--- src/rtl/led_blink_array_pkg.sv ---
// Shared definitions for the multi-channel LED blinker: mode encodings and a
// width helper used to size the prescaler and half-period counters.
package led_pkg;

  localparam logic [1:0] MODE_OFF   = 2'b00;
  localparam logic [1:0] MODE_ON    = 2'b01;
  localparam logic [1:0] MODE_BLINK = 2'b10;
  localparam logic [1:0] MODE_BURST = 2'b11;

  // Bits needed to hold 0..value-1; never less than one bit.
  function automatic int clog2(input int value);
    int w;
    w = 1;
    while ((1 << w) < value) begin
      w = w + 1;
    end
    return w;
  endfunction

endpackage

--- src/rtl/led_blink_array_if.sv ---
// Board-side signal bundle of the LED blinker: switch/mode/enable inputs in,
// LED drive and prescaler debug tick out.
interface led_blink_array_if #(
  parameter int N_CH   = 4,
  parameter int RATE_W = 3
);
  logic [N_CH*RATE_W-1:0] switch_sel;
  logic [N_CH*2-1:0]      mode;
  logic [N_CH-1:0]        enable_pin;
  logic [N_CH-1:0]        led_out;
  logic                   base_tick;

  modport master (
    output switch_sel, mode, enable_pin,
    input  led_out, base_tick
  );

  modport slave (
    input  switch_sel, mode, enable_pin,
    output led_out, base_tick
  );
endinterface

--- src/rtl/led_blink_array_channel.sv ---
// One LED channel: applied rate/mode registers, half-period counters, mode
// decode and the enable-gated output register.
module led_blink_channel
  import led_pkg::*;
#(
  parameter int RATE_W  = 3,
  parameter int BURST_N = 3
) (
  input  logic              i_clock,
  input  logic              i_reset_n,
  input  logic              tick,
  input  logic [RATE_W-1:0] sel_sync,
  input  logic [1:0]        mode_sync,
  input  logic              en_sync,
  output logic              led
);

  localparam int TW       = 2 ** RATE_W;
  localparam int HP_N     = 4 * BURST_N;
  localparam int HW       = clog2(HP_N);
  localparam int BURST_ON = 2 * BURST_N;

  logic [RATE_W-1:0] sel_q, sel_d;
  logic [1:0]        mode_q, mode_d;
  logic [TW-1:0]     tick_cnt_q, tick_cnt_d;
  logic [HW-1:0]     hp_idx_q, hp_idx_d;
  logic              led_q, led_d;

  logic              restart;
  logic              hp_end;
  logic              raw;
  logic [TW-1:0]     hp_last;
  logic [HW-1:0]     hp_next;

  always_comb begin
    restart = ({sel_sync, mode_sync} != {sel_q, mode_q});
    hp_last = (TW'(1) << sel_q) - TW'(1);
    hp_end  = tick && (tick_cnt_q == hp_last);

    case (mode_q)
      MODE_BLINK: hp_next = (hp_idx_q == '0) ? HW'(1) : '0;
      MODE_BURST: hp_next = (hp_idx_q == HW'(HP_N - 1)) ? '0 : hp_idx_q + HW'(1);
      default:    hp_next = '0;
    endcase

    sel_d      = sel_q;
    mode_d     = mode_q;
    tick_cnt_d = tick_cnt_q;
    hp_idx_d   = hp_idx_q;
    // A new setting wins over a coincident tick so every restart begins with a full ON phase.
    if (restart) begin
      sel_d      = sel_sync;
      mode_d     = mode_sync;
      tick_cnt_d = '0;
      hp_idx_d   = '0;
    end else if (hp_end) begin
      tick_cnt_d = '0;
      hp_idx_d   = hp_next;
    end else if (tick) begin
      tick_cnt_d = tick_cnt_q + TW'(1);
    end

    case (mode_q)
      MODE_ON:    raw = 1'b1;
      MODE_BLINK: raw = ~hp_idx_q[0];
      MODE_BURST: raw = (hp_idx_q < HW'(BURST_ON)) && !hp_idx_q[0];
      default:    raw = 1'b0;
    endcase

    led_d = raw & en_sync;
  end

  always_ff @(posedge i_clock or negedge i_reset_n) begin
    if (!i_reset_n) begin
      sel_q      <= '0;
      mode_q     <= MODE_OFF;
      tick_cnt_q <= '0;
      hp_idx_q   <= '0;
      led_q      <= 1'b0;
    end else begin
      sel_q      <= sel_d;
      mode_q     <= mode_d;
      tick_cnt_q <= tick_cnt_d;
      hp_idx_q   <= hp_idx_d;
      led_q      <= led_d;
    end
  end

  assign led = led_q;

endmodule

--- src/rtl/led_blink_array.sv ---
// Multi-channel LED blinker top: shared BASE_HZ prescaler, input
// synchronisers and one independent blink channel per LED.
module led_blink_array
  import led_pkg::*;
#(
  parameter int CLK_HZ      = 25000000,
  parameter int BASE_HZ     = 200,
  parameter int N_CH        = 4,
  parameter int RATE_W      = 3,
  parameter int BURST_N     = 3,
  parameter int SYNC_STAGES = 2
) (
  input  logic           i_clock,
  input  logic           i_reset_n,
  led_blink_array_if.slave io
);

  localparam int DIV   = CLK_HZ / BASE_HZ;
  localparam int PRE_W = clog2(DIV);
  localparam int SW    = N_CH * (RATE_W + 3);

  if ((DIV < 2) || (DIV * BASE_HZ != CLK_HZ)) begin : g_bad_div
    $error("led_blink_array: CLK_HZ/BASE_HZ must divide exactly and be >= 2");
  end
  if (N_CH < 1) begin : g_bad_nch
    $error("led_blink_array: N_CH must be >= 1");
  end
  if (BURST_N < 1) begin : g_bad_burst
    $error("led_blink_array: BURST_N must be >= 1");
  end
  if (SYNC_STAGES < 2) begin : g_bad_sync
    $error("led_blink_array: SYNC_STAGES must be >= 2");
  end

  logic [PRE_W-1:0] pre_cnt_q, pre_cnt_d;
  logic             tick_q, tick_d;

  // The tick flop is loaded from the next count so it is high exactly while pre_cnt sits at DIV-1.
  always_comb begin
    pre_cnt_d = (pre_cnt_q == PRE_W'(DIV - 1)) ? '0 : pre_cnt_q + PRE_W'(1);
    tick_d    = (pre_cnt_d == PRE_W'(DIV - 1));
  end

  always_ff @(posedge i_clock or negedge i_reset_n) begin
    if (!i_reset_n) begin
      pre_cnt_q <= '0;
      tick_q    <= 1'b0;
    end else begin
      pre_cnt_q <= pre_cnt_d;
      tick_q    <= tick_d;
    end
  end

  logic [SW-1:0] sync_q [SYNC_STAGES];
  logic [SW-1:0] sync_d [SYNC_STAGES];

  always_comb begin
    sync_d[0] = {io.enable_pin, io.mode, io.switch_sel};
    for (int i = 1; i < SYNC_STAGES; i++) begin
      sync_d[i] = sync_q[i-1];
    end
  end

  always_ff @(posedge i_clock or negedge i_reset_n) begin
    if (!i_reset_n) begin
      for (int i = 0; i < SYNC_STAGES; i++) begin
        sync_q[i] <= '0;
      end
    end else begin
      for (int i = 0; i < SYNC_STAGES; i++) begin
        sync_q[i] <= sync_d[i];
      end
    end
  end

  logic [SW-1:0]          sync_last;
  logic [N_CH*RATE_W-1:0] sel_sync;
  logic [N_CH*2-1:0]      mode_sync;
  logic [N_CH-1:0]        en_sync;
  logic [N_CH-1:0]        led_vec;

  assign sync_last = sync_q[SYNC_STAGES-1];
  assign sel_sync  = sync_last[N_CH*RATE_W-1:0];
  assign mode_sync = sync_last[N_CH*RATE_W +: 2*N_CH];
  assign en_sync   = sync_last[SW-1 -: N_CH];

  genvar gi;
  generate
    for (gi = 0; gi < N_CH; gi++) begin : g_ch
      led_blink_channel #(
        .RATE_W  (RATE_W),
        .BURST_N (BURST_N)
      ) u_ch (
        .i_clock   (i_clock),
        .i_reset_n (i_reset_n),
        .tick      (tick_q),
        .sel_sync  (sel_sync[gi*RATE_W +: RATE_W]),
        .mode_sync (mode_sync[2*gi +: 2]),
        .en_sync   (en_sync[gi]),
        .led       (led_vec[gi])
      );
    end
  endgenerate

  assign io.led_out   = led_vec;
  assign io.base_tick = tick_q;

endmodule

--- src/flat_wrapper.sv ---
// flat-port wrapper written by rule: the top's interface ports become plain ports
module led_blink_array_flat import led_pkg::*;
#(
  parameter int CLK_HZ      = 25000000,
  parameter int BASE_HZ     = 200,
  parameter int N_CH        = 4,
  parameter int RATE_W      = 3,
  parameter int BURST_N     = 3,
  parameter int SYNC_STAGES = 2
)
  (i_clock, i_reset_n, io_switch_sel, io_mode, io_enable_pin, io_led_out, io_base_tick);
  led_blink_array_if #(.N_CH(N_CH), .RATE_W(RATE_W)) io_i ();
  input  logic i_clock;
  input  logic i_reset_n;
  input wire logic [$bits(io_i.switch_sel)-1:0] io_switch_sel;
  input wire logic [$bits(io_i.mode)-1:0] io_mode;
  input wire logic [$bits(io_i.enable_pin)-1:0] io_enable_pin;
  output wire logic [$bits(io_i.led_out)-1:0] io_led_out;
  output wire logic [$bits(io_i.base_tick)-1:0] io_base_tick;
  assign io_i.switch_sel = io_switch_sel;
  assign io_i.mode = io_mode;
  assign io_i.enable_pin = io_enable_pin;
  assign io_led_out = io_i.led_out;
  assign io_base_tick = io_i.base_tick;
  led_blink_array #(.CLK_HZ(CLK_HZ), .BASE_HZ(BASE_HZ), .N_CH(N_CH), .RATE_W(RATE_W), .BURST_N(BURST_N), .SYNC_STAGES(SYNC_STAGES)) u_core (.i_clock(i_clock), .i_reset_n(i_reset_n), .io(io_i));
endmodule
--- config.mk ---
export PLATFORM = sky130hd
export DESIGN_NAME = led_blink_array_flat
export DESIGN_NICKNAME = d
export VERILOG_FILES = /design/src/rtl/led_blink_array_pkg.sv /design/src/rtl/led_blink_array_if.sv /design/src/rtl/led_blink_array_channel.sv /design/src/rtl/led_blink_array.sv /design/src/flat_wrapper.sv
export SDC_FILE = /design/constraint.sdc
export NUM_CORES = 1
export LEC_CHECK = 0
export CAP_MARGIN = 5
export CORE_MARGIN = 2
export CORE_UTILIZATION = 60
export DETAILED_ROUTE_END_ITERATION = 10
export PLACE_DENSITY = 0.84
export SLEW_MARGIN = 20
export SYNTH_ARGS = -nofsm -noshare
export SYNTH_HDL_FRONTEND = slang
export SYNTH_HIERARCHICAL = 1
export SYNTH_SLANG_ARGS = --single-unit
--- constraint.sdc ---
create_clock -name i_clock -period 3 [get_ports i_clock]
set_clock_uncertainty 0.1 [all_clocks]
set_input_delay 0.6 -clock i_clock [delete_from_list [all_inputs] [get_ports i_clock]]
set_output_delay 0.6 -clock i_clock [all_outputs]
set_load 0.01 [all_outputs]
* Word-level counts from Yosys, hierarchy flattened
Index checks and enable logic that the tools add are counted.
Storage, ports and cells: flip-flop bits (word level) 138, input port bits 26, output and inout port bits 5, word-level logic and storage cells 140
Cells by class: add/sub/neg operators 13, $lt $le $gt $ge 4, eq/ne operators 26, shift-type cells 4, multiplexer cells 37, bitwise gates (word level) 8, reductions and logical operators 24
Operators with widths (count):
- $mux 8 | 12
- $mux 4 | 12
- $eq 17x17->1 const B | 2
- $add 8x1->8 const B | 4
- $eq 8x8->1 | 4
- $pmux 4 s2 | 4
- $shl 1x3->8 const A | 4
- $sub 8x2->8 const B | 4
- $ne 5x5->1 | 4
- $add 17x1->17 const B | 1
- $mux 17 | 1
- $add 4x1->4 const B | 4
- $eq 2x2->1 const B | 8
- $eq 4x4->1 const B | 4
- $logic_not 4->1 | 4
- $lt 4x3->1 const B | 4
- $pmux 1 s3 | 4
- $reduce_bool 3->1 | 4
- $eq 2x1->1 const B | 4
- $logic_and 1x1->1 | 8
- $reduce_bool 2->1 | 4
- $and 1x1->1 | 4
- $logic_not 1->1 | 4
- $mux 1 | 4
- $not 1->1 | 4

* Depth between registers and ports, before layout
word-level depth 6, gate-level depth with buffers 10, depth with buffers taken out 8

* Cells and area by module
The synthesis kept the hierarchy.
Modules (own cells, without submodules):
- led_blink_channel | times used 4, cells an instance 129, area each 1192.4 sq um, sequential area each 450.4 sq um
- led_blink_array | times used 1, cells an instance 140, area each 2145.8 sq um, sequential area each 1651.6 sq um

* Worst setup path before layout
No wires, ideal clock.
kind reg-to-reg, start point reg u_core.g_ch[0].u_ch.sel_q[1], end point reg u_core.g_ch[0].u_ch.hp_idx_q[3], library setup time 0.079 ns, arrival 2.456 ns, required time 2.821 ns, setup slack 0.365 ns, stages on the path, launching flop included 10, buffers on the path 2, period minus slack after synthesis 2.635 ns, path through dfrtp_1 > buf_4 > or3_1 > ha_1 > xnor2_1 > or2_4 > a2111oi_4 > and3_4 > buf_6 > mux2i_1
Between the ends: cells in the longest elaborated chain, start to end 5, elaborated cells on any way between the ends 7, those cells by class add/sub: 1; eq/ne: 2; shift: 1; mux: 1; reduce/logical: 2
Ends and longest elaborated chain:
- from (decl) | RTL line led_blink_array_channel.sv:23 | logic [RATE_W-1:0] sel_q, sel_d;
- from (signal assigned) | RTL line led_blink_array_channel.sv:81 | sel_q <= sel_d;
- $shl 1x3->8 | RTL line led_blink_array_channel.sv:37 | hp_last = (TW'(1) << sel_q) - TW'(1);
- $sub 8x2->8 | RTL line led_blink_array_channel.sv:37
- $eq 8x8->1 | RTL line led_blink_array_channel.sv:38 | hp_end = tick && (tick_cnt_q == hp_last);
- $logic_and 1x1->1 | RTL line led_blink_array_channel.sv:38
- $reduce_bool 2->1 (no source line)
- to (signal assigned) | RTL line led_blink_array_channel.sv:84 | hp_idx_q <= hp_idx_d;
- to (decl) | RTL line led_blink_array_channel.sv:26 | logic [HW-1:0] hp_idx_q, hp_idx_d;
Several ways; a longest one is shown, not always the timed one. A chain may end at the register's enable or synchronous reset.

* Worst setup path in the final report
Ends and elaborated chain as after synthesis.

==> results.yml <==
layout:
  n_antenna_cell: 0
  area_growth_pct: 12.5
  drive_gt1_share_pct: 9.19
  layout.nets: 705
synthesis:
  synth_ff_type: "dfrtp_1"
  synth.ff_latch_count: 138
  ys_types: 46
  synth_cells: 656
  syn_area_um2: 6920
  synth.area.top_cells: "dfrtp_1, xnor2_1, xor2_1"
  syn_avg_cell_area_um2: 10.5
  yosysMostFrequentCell: "dfrtp_1"
  ys.warnings.count: 6
  netlist.area_leader.share_pct: 49.9
  synth_top_cell_by_area: "dfrtp_1"
  synth.net_count: 699
  async_flop_share_pct: 100
  synthTopCellsByCount: "dfrtp_1, nand2_1, xnor2_1, nor2_1, clkbuf_1"
  yosysSeqAreaShare_pct: 49.9
  synth_edf_count: 0
global_routing:
  grt_max_degree: 59
  grt_pass1_wl_um: 22600
  grt_remaining_overflow: 0
  antenna_found_initial: 0
  grt_usage_pct: 22.5
  grt_pass1_vias: 4876
sta:
  rsz0062_at_grt: "false"
  setup_viol: 0
  max_slew_margin_pct: 67.0
  worst_slew_pin_slew_ps: 496
  finalMaxSlewViolations: 0
  min_period_over_period_pct: 93.1
  timing.fmax_mhz: 358
  hold_violations: 0
  period_needed_ps: 2790
  fin_tns_setup_ps: 0
die:
  ios: 31
  rows: 39
  coreArea_um2: 11300
  initial_core_util_pct: 61.1
  dieArea_um2: 12400
  die_w_um: 111
  fp.dieH_um: 111
detailed_routing:
  drtPass1Iterations: 5
  routed_wl_um: 13300
  ant_nets: 0
  vias: 4852
  drt-vias-per-instance: 5.93
  dr.first_iter.drc_count: 410
  routedWlPerCell_um: 16.3
  drc: 0
setup_path:
  r2r_setup_slack_ps: 210
  start_kind: "flip-flop"
  crit_required_ps: 3230
  worst-r2r-cell-count: 7
  r2r_end: "u_core/g_ch[0].u_ch/hp_idx_q[3]"
  crit_end: "u_core/g_ch[0].u_ch/hp_idx_q[3]"
  endpoint_kind: "flip-flop"
  startpoint: "u_core/g_ch[0].u_ch/sel_q[1]"
  reg2reg_from: "u_core/g_ch[0].u_ch/sel_q[1]"
  crit_path_max_fanout: 12
  arrival_ps: 3020
  path_class: "flip-flop to flip-flop"
job:
  drv_cap: 0
status:
  status: "complete, no violations"
place:
  place.gp.congestion: 0.877
  portBuffers: 30
  hpwlAfterDp_um: 8860
clock_network:
  cts_setup_buffers: 0
  path_clk_slew_ps: 60
  tritoncts: "built"
  holdBufCountCts: 0
  post_cts_resized: 0
  numCtsBuffers: 17
  clock_sinks: 138
  clock_latency_ps: 410
  clock-root-buffer: "clkbuf_16"
  h-tree-depth: 4
  clockBufferDepth: 2
pwr:
  p_per_area_nw_per_um2: 540
  ir_drop_v: 0.000418
  finalPower_w: 0.00420
  p_leak_nw: 3.14
worst_hold_path:
  hold_class: "input pin to asynchronous set/reset pin"
state kept, by name, summed over array words and instances (netlist names):
| signal | flops |
|---|---|
| u_core/pre_cnt_q | 17 |
| u_core/sync_d | 24 |
| u_core/sync_last | 24 |
| u_core/g_ch.u_ch/tick_cnt_q | 32 |
| u_core/g_ch.u_ch/sel_q | 12 |
| u_core/g_ch.u_ch/hp_idx_q | 16 |
| u_core/io.base_tick | 1 |
| u_core/g_ch.u_ch/mode_q | 8 |
| u_core/g_ch.u_ch/led | 4 |
worst max-delay path: stages (launching register included):
cell and delay (ps):
dfrtp_1 460, or3_1 450, ha_1 300, xnor2_1 170
or2_4 250, a2111oi_4 420, and3_4 340, mux2i_1 210
where the power goes:
group,switching (W),total (W),internal (W)
Combinational,0.000123,0.000226,0.000103
Sequential,0.0000424,0.00195,0.00191
Clock,0.000757,0.00202,0.00126
cells by family after synthesis:
kind of cell	Yosys count	synth area share (%)
XOR/XNOR	82	10.4
flip-flops	138	49.9
adder cells (fa/ha/maj)	17	3.08
multiplexers	9	1.30
AND/OR/NAND/NOR	272	22.1
AO/OA/AOI/OAI	70	8.43
buffers and inverters	68	4.79
placed cells by master, fill, tap and decap left out, drive strengths merged, types with 5 or more instances in the layout:
cell type and instances:
dfrtp 138, nand2 53, xnor2 48, nor2 40
xor2 34, clkdlybuf4s50 29, nor3 29, nand4 29
nand3 25, nand2b 21, clkbuf 21, inv 18
a21oi 17, ha 17, o21ai 14, and3 13
nor2b 11, nand4b 9, mux2i 9, buf 9
o211ai 8, or2 8, nor4 7, or3 7
a2111oi 5, nor4b 5, clkinv 5
stage by stage:
stage,cell area (um^2),setup slack [ps],std cells,utilization (%),hold WS [ps]
final,7780,208,818,68.7,41.5
after global routing,7780,78.0,818,68.7,64.7
after CTS,7780,217,818,68.7,50.0
after detailed placement,7200,252,786,63.6,235
after global placement,7200,359,786,63.6,232
after floorplan,6920,365,656,-,204
routing by layer:
layer | global-route usage [%] | wire length, um | share of wire, % | vias to the layer above
li1 | - | - | - | 2305
met3 | 5.82 | 623 | 4.7 | 33
met4 | 9.05 | 314 | 2.4 | 0
met5 | 0 | 0 | 0 | -
met1 | 29.0 | 5830 | 44 | 2361
met2 | 36.7 | 6570 | 49 | 153
layout make-up:
cell class | instances | area (um^2)
Sequential cell | 138 | 3450
Timing Repair Buffer | 38 | 374
Clock inverter | 11 | 120
Clock buffer | 21 | 460
Multi-Input combinational cell | 450 | 3130
Inverter | 17 | 63.8
Fill cell | 826 | 3540
Tap cell | 143 | 179
worst min path at each step:
| stage | from | endpoint | slack (ps) | cells after the start |
|---|---|---|---|---|
| 6_report | i_reset_n | u_core/g_ch[2].u_ch/led | 40 | 1 |
| 5_1_grt | i_reset_n | u_core/sync_last[22] | 60 | 1 |
| 4_1_cts | i_reset_n | u_core/g_ch[0].u_ch/hp_idx_q[2] | 50 | 1 |
| 3_5_place_dp | u_core/sync_d[11] | u_core/sync_last[11] | 230 | 0 |
| 3_3_place_gp | u_core/sync_d[11] | u_core/sync_last[11] | 230 | 0 |
| 2_1_floorplan | i_reset_n | u_core/g_ch[0].u_ch/hp_idx_q[0] | 200 | 0 |
(Power assumes the default switching activity.)
